===== src/rtl/memory_arbiter.sv =====
// rtl/memory_arbiter.sv - two-port memory arbiter, one outstanding transaction
// Optional feature: define MEMORY_ARBITER_ROUND_ROBIN_EN for round-robin instead of fixed priority.
module memory_arbiter (
    input  logic             clk,
    input  logic             reset,
    input  logic [1:0]       req_request,
    input  logic [1:0]       req_enable,
    input  logic [1:0]       req_command,
    input  logic [1:0][31:0] req_address,
    input  logic [1:0][31:0] req_write_data,
    input  logic [1:0][3:0]  req_write_mask,
    output logic [1:0]       req_ready,
    output logic [1:0]       req_valid,
    output logic [31:0]      req_read_data,
    output logic             mem_enable,
    output logic             mem_command,
    output logic [31:0]      mem_address,
    output logic [31:0]      mem_write_data,
    output logic [3:0]       mem_write_mask,
    input  logic             mem_ready,
    input  logic             mem_valid,
    input  logic [31:0]      mem_read_data,
    output logic             grant,
    output logic [1:0]       debug_state
);

    typedef enum logic [1:0] {
        IDLE  = 2'd0,
        GRANT = 2'd1,
        BUSY  = 2'd2
    } state_t;

    localparam logic CMD_READ = 1'b0;

    state_t state_q, state_d;
    logic   grant_q, grant_d;
    logic   last_grant_q, last_grant_d;
    logic   accept;
    logic   complete;
    logic   idle_winner;
    logic   done_winner;

    // With no request pending the winner is never used, so the last-grant
    // fallback only keeps the expression total.
    function automatic logic pick(input logic [1:0] req, input logic last);
`ifdef MEMORY_ARBITER_ROUND_ROBIN_EN
        if (req == 2'b11) begin
            return ~last;
        end
        return req[0] ? 1'b0 : (req[1] ? 1'b1 : last);
`else
        return req[0] ? 1'b0 : (req[1] ? 1'b1 : last);
`endif
    endfunction

    // On completion the port just served becomes the new last grant, so
    // arbitration in that same cycle must already see it.
    assign idle_winner = pick(req_request, last_grant_q);
    assign done_winner = pick(req_request, grant_q);

    always_ff @(posedge clk or negedge reset) begin
        if (!reset) begin
            state_q      <= IDLE;
            grant_q      <= 1'b0;
            last_grant_q <= 1'b1;
        end else begin
            state_q      <= state_d;
            grant_q      <= grant_d;
            last_grant_q <= last_grant_d;
        end
    end

    always_comb begin
        state_d        = state_q;
        grant_d        = grant_q;
        last_grant_d   = last_grant_q;
        accept         = 1'b0;
        complete       = 1'b0;
        req_ready      = 2'b00;
        req_valid      = 2'b00;
        req_read_data  = 32'd0;
        mem_enable     = 1'b0;
        mem_command    = CMD_READ;
        mem_address    = 32'd0;
        mem_write_data = 32'd0;
        mem_write_mask = 4'd0;

        case (state_q)
            IDLE: begin
                if (|req_request) begin
                    grant_d = idle_winner;
                    state_d = GRANT;
                end
            end
            GRANT: begin
                req_ready[grant_q] = mem_ready;
                mem_command        = req_command[grant_q];
                mem_address        = req_address[grant_q];
                mem_write_data     = req_write_data[grant_q];
                mem_write_mask     = req_write_mask[grant_q];
                accept             = req_enable[grant_q] & mem_ready;
                mem_enable         = accept;
                if (accept) begin
                    if (mem_valid) begin
                        complete = 1'b1;
                    end else begin
                        state_d = BUSY;
                    end
                end else if (!req_request[grant_q]) begin
                    state_d = IDLE;
                end
            end
            BUSY: begin
                if (mem_valid) begin
                    complete = 1'b1;
                end
            end
            default: state_d = IDLE;
        endcase

        if (complete) begin
            req_valid[grant_q] = 1'b1;
            req_read_data      = mem_read_data;
            last_grant_d       = grant_q;
            if (|req_request) begin
                grant_d = done_winner;
                state_d = GRANT;
            end else begin
                state_d = IDLE;
            end
        end
    end

    assign grant       = grant_q;
    assign debug_state = state_q;

endmodule

===== config.mk =====
export PLATFORM = sky130hd
export DESIGN_NAME = memory_arbiter
export DESIGN_NICKNAME = d
export VERILOG_FILES = /design/src/rtl/memory_arbiter.sv
export SDC_FILE = /design/constraint.sdc
export NUM_CORES = 1
export LEC_CHECK = 0
export ABC_AREA = 1
export CAP_MARGIN = 20
export CORE_AREA = 2 2 110 112
export DETAILED_ROUTE_END_ITERATION = 8
export DIE_AREA = 0 0 112 114
export SETUP_SLACK_MARGIN = 0.2
export SYNTH_ARGS = -nofsm -noshare
export SYNTH_HDL_FRONTEND = slang
export SYNTH_SLANG_ARGS = --single-unit

===== constraint.sdc =====
create_clock -name clk -period 1.5 [get_ports clk]
set_clock_uncertainty 0.1 [all_clocks]
set_input_delay 0.15 -clock clk [delete_from_list [all_inputs] [get_ports clk]]
set_output_delay 0.15 -clock clk [all_outputs]
set_load 0.02 [all_outputs]

# Word-level counts from Yosys, hierarchy flattened
# Cells that the tools add are included.
# Widths: inputs -> output; s select.
# word_totals
reg_bits	4
inputBits	178
out_inout_bits	109
word_cells	58
# classes
magnitude_cmp	2
n_eq_ne	7
mux	40
bitwise_logic	2
n_reduce_logical	4
# op_table
cell	count
$mux 32	7
$mux 1	20
$mux 2	7
$mux 4	3
$ne 4x4->1 const B	3
$pmux 2 s3	1
$reduce_and 4->1	1
$ne 3x3->1 const B	1
$and 2x2->2	1
$eq 2x1->1 const B	1
$eq 2x2->1 const B	1
$logic_not 2->1	1
$lt 1x2->1 const B	1
$ne 2x2->1 const B	1
$pmux 1 s2	1
$reduce_or 2->1	1
$and 1x1->1	1
$demux 1 s1	1
$ge 1x1->1 const B	1
$logic_and 1x1->1	1

# Depth between registers and ports, before layout
# logic_depth
depth_word	7
mapped_depth	10
ltp_nobuf	10

# Least setup slack after synthesis
# No wires, ideal clock.
# synth_timing
path_kind	reg-to-output
start	register state_q[1], in the netlist debug_state[1]
end	output req_ready[1]
arrival_ns	1.652
required_ns	1.250
path_slack_ns	-0.402
path_stages_with_launch	7
path_buffers	2
cell_sequence	dfrtp_1 -> inv_1 -> ha_1 -> buf_4 -> buf_1 -> inv_1 -> nor3_1
# synth_between
elab_chain_cells	2
# synth_rtl
item	line	rtl
start: declaration	35	state_t state_q, state_d;
start signal: assignment	67	state_q <= state_d;
$eq 2x1->1	88	case (state_q)
$mux 2	88	
end: declaration	12	output logic [1:0] req_ready,
# No other way between the ends.

# Worst setup path after layout
# layout_timing
start	register state_q[0], in the netlist debug_state[0]
end	output req_read_data[20]
# layout_between
elab_chain_cells	3
word_cells_on_any_way	4
classes_between	2 x eq/ne; 2 x mux
# layout_rtl
item	line	rtl
$eq 2x2->1 / $eq 2x1->1 (equally long branches)	88	
$pmux 1 s2 (*)	88	
$mux 32 (*)	121	if (complete) begin
end: declaration	14	output logic [31:0] req_read_data,
# Mark *: on every way between the ends. The rest lies on a longest branch, timed or not.

==> run_results.csv <==
group,metric,value,unit
yosys,synthesis.nets,536,
routing,dr.pass1.iters,4,
placed_design,place_hpwl,9080,µm
global_route,grt_pass1_vias,3569,
pwr,ir_drop,1.01,mV
final_layout,area_growth,244,%
clock_network,cts_tree,"yes",
setup_path,reg2reg_slack,-270,ps
final_layout,multi_input_area,0.00220,mm²
setup_path,r2r_cells,11,
setup_path,criticalPathCategory,"flop to output pin",
global_route,antenna_found_initial,0,
clock_network,cts_root_buffer,"clkbuf_16",
routing,drc_errors,0,
yosys,ys_seq_elements,3,
floorplanning,io_pins,287,
setup_path,r2r-end,"debug_state[1]",
routing,viasPerCell,4.35,
global_route,grt_max_degree,47,
routing,met1Wirelength,4680,µm
routing,dr.max_layer_used,"met4",
flow_run,maxCapViolCount,0,
clock_network,clockBufferDepth,2,
floorplanning,die_x,112,µm
final_layout,fin_util,55.4,%
yosys,synth.avg_cell_area,5.32,µm²
setup_path,worst-endpoint-required,1250,ps
timing,rsz0062_at_grt,"true",
final_layout,num_antenna_cells,0,
clock_network,cts.clk_slew.worst_paths,30,ps
clock_network,clkLatencyLatePin,220,ps
timing,setup_viol,109,
setup_path,slowest_stage,"dfrtp_2",
floorplanning,core,0.0117,mm²
yosys,yosysUniqueCellTypes,22,
setup_path,cp.buffers_inverters,4,
setup_path,cp-end-kind,"output pin",
floorplanning,die_h,114,µm
setup_path,cpLargestDelayFamily,"buffers and inverters",
placed_design,gp_congestion,0.846,
global_route,overflow,0,
placed_design,port_buffers,286,
run_status,status,"finished, violations left",
clock_network,clock_sinks,3,
final_layout,regArea,78.8,µm²
timing,slew_headroom,79.2,%
final_layout,final_nets,842,
routing,vias,3508,
worst_hold_path,hold_class,"input pin to async pin",
yosys,ys.warnings.count,0,
placed_design,dp.cells,776,
global_route,track_usage,17.9,%
clock_network,htree_levels,1,
setup_path,critical_path.max_stage_delay,390,ps
yosys,syn_area,0.00189,mm²
timing,hold_violations,0,
global_route,grt_pass1_wl,18300,µm
timing,slew_violations,0,
yosys,postSynthCellCount,355,
setup_path,critPathArrivalTime,1600,ps
routing,dr_wl_met2,7010,µm
clock_network,cts_inserted_buffers,3,
floorplanning,initial_utilization,16.1,%
timing,period_needed,1850,ps
routing,wl,12900,µm
setup_path,cp_cell_sequence,"inv_2 > ha_1 > nand2_2 > inv_4 > nand2_8 > clkbuf_16 > nor2_4 > buf_4",
routing,drtIter0Drc,44,
routing,ant_nets,0,
floorplanning,rows,40,
setup_path,crit_fanout,6,
timing,fin_crit_sh,123,%
timing,worstMarginPinSlew,311,ps
floorplanning,die_area,0.0128,mm²
pwr,powerDensity,1810,mW/mm²
clock_network,cts_hold_buffers,0,
run_status,violations,"negative setup slack",
pwr,leakage,2.73,nW
routing,post_drt_wl_per_cell,16.0,µm
final_layout,finalNonFillerCells,807,
timing,fin_ws,-351,ps
setup_path,start_kind,"flop",
setup_path,reg2reg_from,"debug_state[0]",
final_layout,fillers,1079,
final_layout,drive_gt1_share,53.2,%
yosys,synth_seq_area_share,3.98,%
routing,met3_length,1020,µm
timing,fmax,540,MHz
==> cells in the mapped netlist <==
cell type	instances	share of area (%)
nand3_4	1	0.93
dfrtp_1	3	4.0
nor2_4	30	18
a21oi_4	1	0.86
clkbuf_1	15	3.0
nand4_1	1	0.33
buf_1	6	1.2
nand3_2	2	1.1
buf_12	3	3.2
nand2_1	13	2.6
nand2_2	1	0.33
nand3_1	4	1.1
ha_1	3	2.0
inv_1	46	9.1
o21ai_0	70	19
nor2_1	144	29
buf_8	1	0.79
nand2_4	4	2.4
buf_2	1	0.26
nor3_1	2	0.53
a21oi_1	2	0.53
buf_4	2	0.79
==> registers in the layout (all words and copies together) (netlist names) <==
signal and flops:
grant 1, debug_state 2
==> where the power goes <==
group / switching (mW) / internal [mW]
combinational: 5.71 / 5.47
clock: 0.0711 / 0.351
sequential: 0.0513 / 0.122
==> layout make-up <==
type / count / area share, %
clock buffers: 4 / 1.21
inverters: 46 / 2.77
multi-input cells: 278 / 33.9
flip-flops and latches: 3 / 1.21
well taps: 147 / 2.83
repair buffers: 329 / 58.0
==> what timing repair did <==
item | in CTS | in global routing
cloned | 7 | 8
pin swaps | 15 | 56
setup buffers | 8 | 4
endpoints found under the setup margin | 112 | 112
resized for setup | 687 | 159
==> kinds of logic after synthesis <==
logic type	count (synthesis)	synth area share, %
flip-flops	3	3.98
buffers and inverters	74	18.4
AO/OA/AOI/OAI	73	19.9
AND/OR/NAND/NOR	202	55.7
adder cells (fa/ha/maj)	3	1.99
==> how the worst max path moves through the flow <==
| stage | slack (ps) | depth (start not counted) | endpoint | startpoint |
|---|---|---|---|---|
| final | -350 | 8 | req_read_data[20] | debug_state[0] |
| after global placement | -800 | 9 | req_read_data[31] | mem_ready |
| after CTS | -360 | 8 | req_read_data[14] | debug_state[0] |
| after floorplan | -170 | 9 | req_read_data[10] | debug_state[1] |
| after global routing | -410 | 8 | req_read_data[20] | debug_state[0] |
| after detailed placement | -810 | 9 | req_read_data[14] | mem_ready |
==> through the flow <==
stage,instance area (µm²),hold WS (ps),setup WS [ps],TNS [ps],power [mW]
after floorplan,2100,-246,-172,-10760,4.24
final,6490,11.9,-351,-30570,11.8
after detailed placement,5180,249,-809,-66310,7.65
after global placement,5180,243,-797,-65490,7.59
after CTS,5700,14.2,-364,-30680,9.67
after global routing,6490,18.5,-409,-37010,12.4
==> placed cells by master, fill, tap and decap left out, types with 3 or more instances in the layout <==
cell             count
o21ai_2             38
buf_16               9
buf_4               16
o21ai_4             28
nor2_4              35
buf_12              11
buf_6              106
nand3_2              4
inv_2                4
inv_1               39
dfrtp_2              3
inv_4                3
nand2_1             10
nor2_2              69
o21ai_1              4
nor2_1              70
clkdlybuf4s50_1    176
nand2_2              3
clkbuf_16           10
nand2_4              4
==> metal layers <==
metal,global-route usage (%),vias to the layer above
li1,-,1715
met1,19.4,1599
met2,35.0,179
met3,4.52,15
met4,3.74,0
met5,0,-
Note: power is estimated with default switching activity, not from simulation.
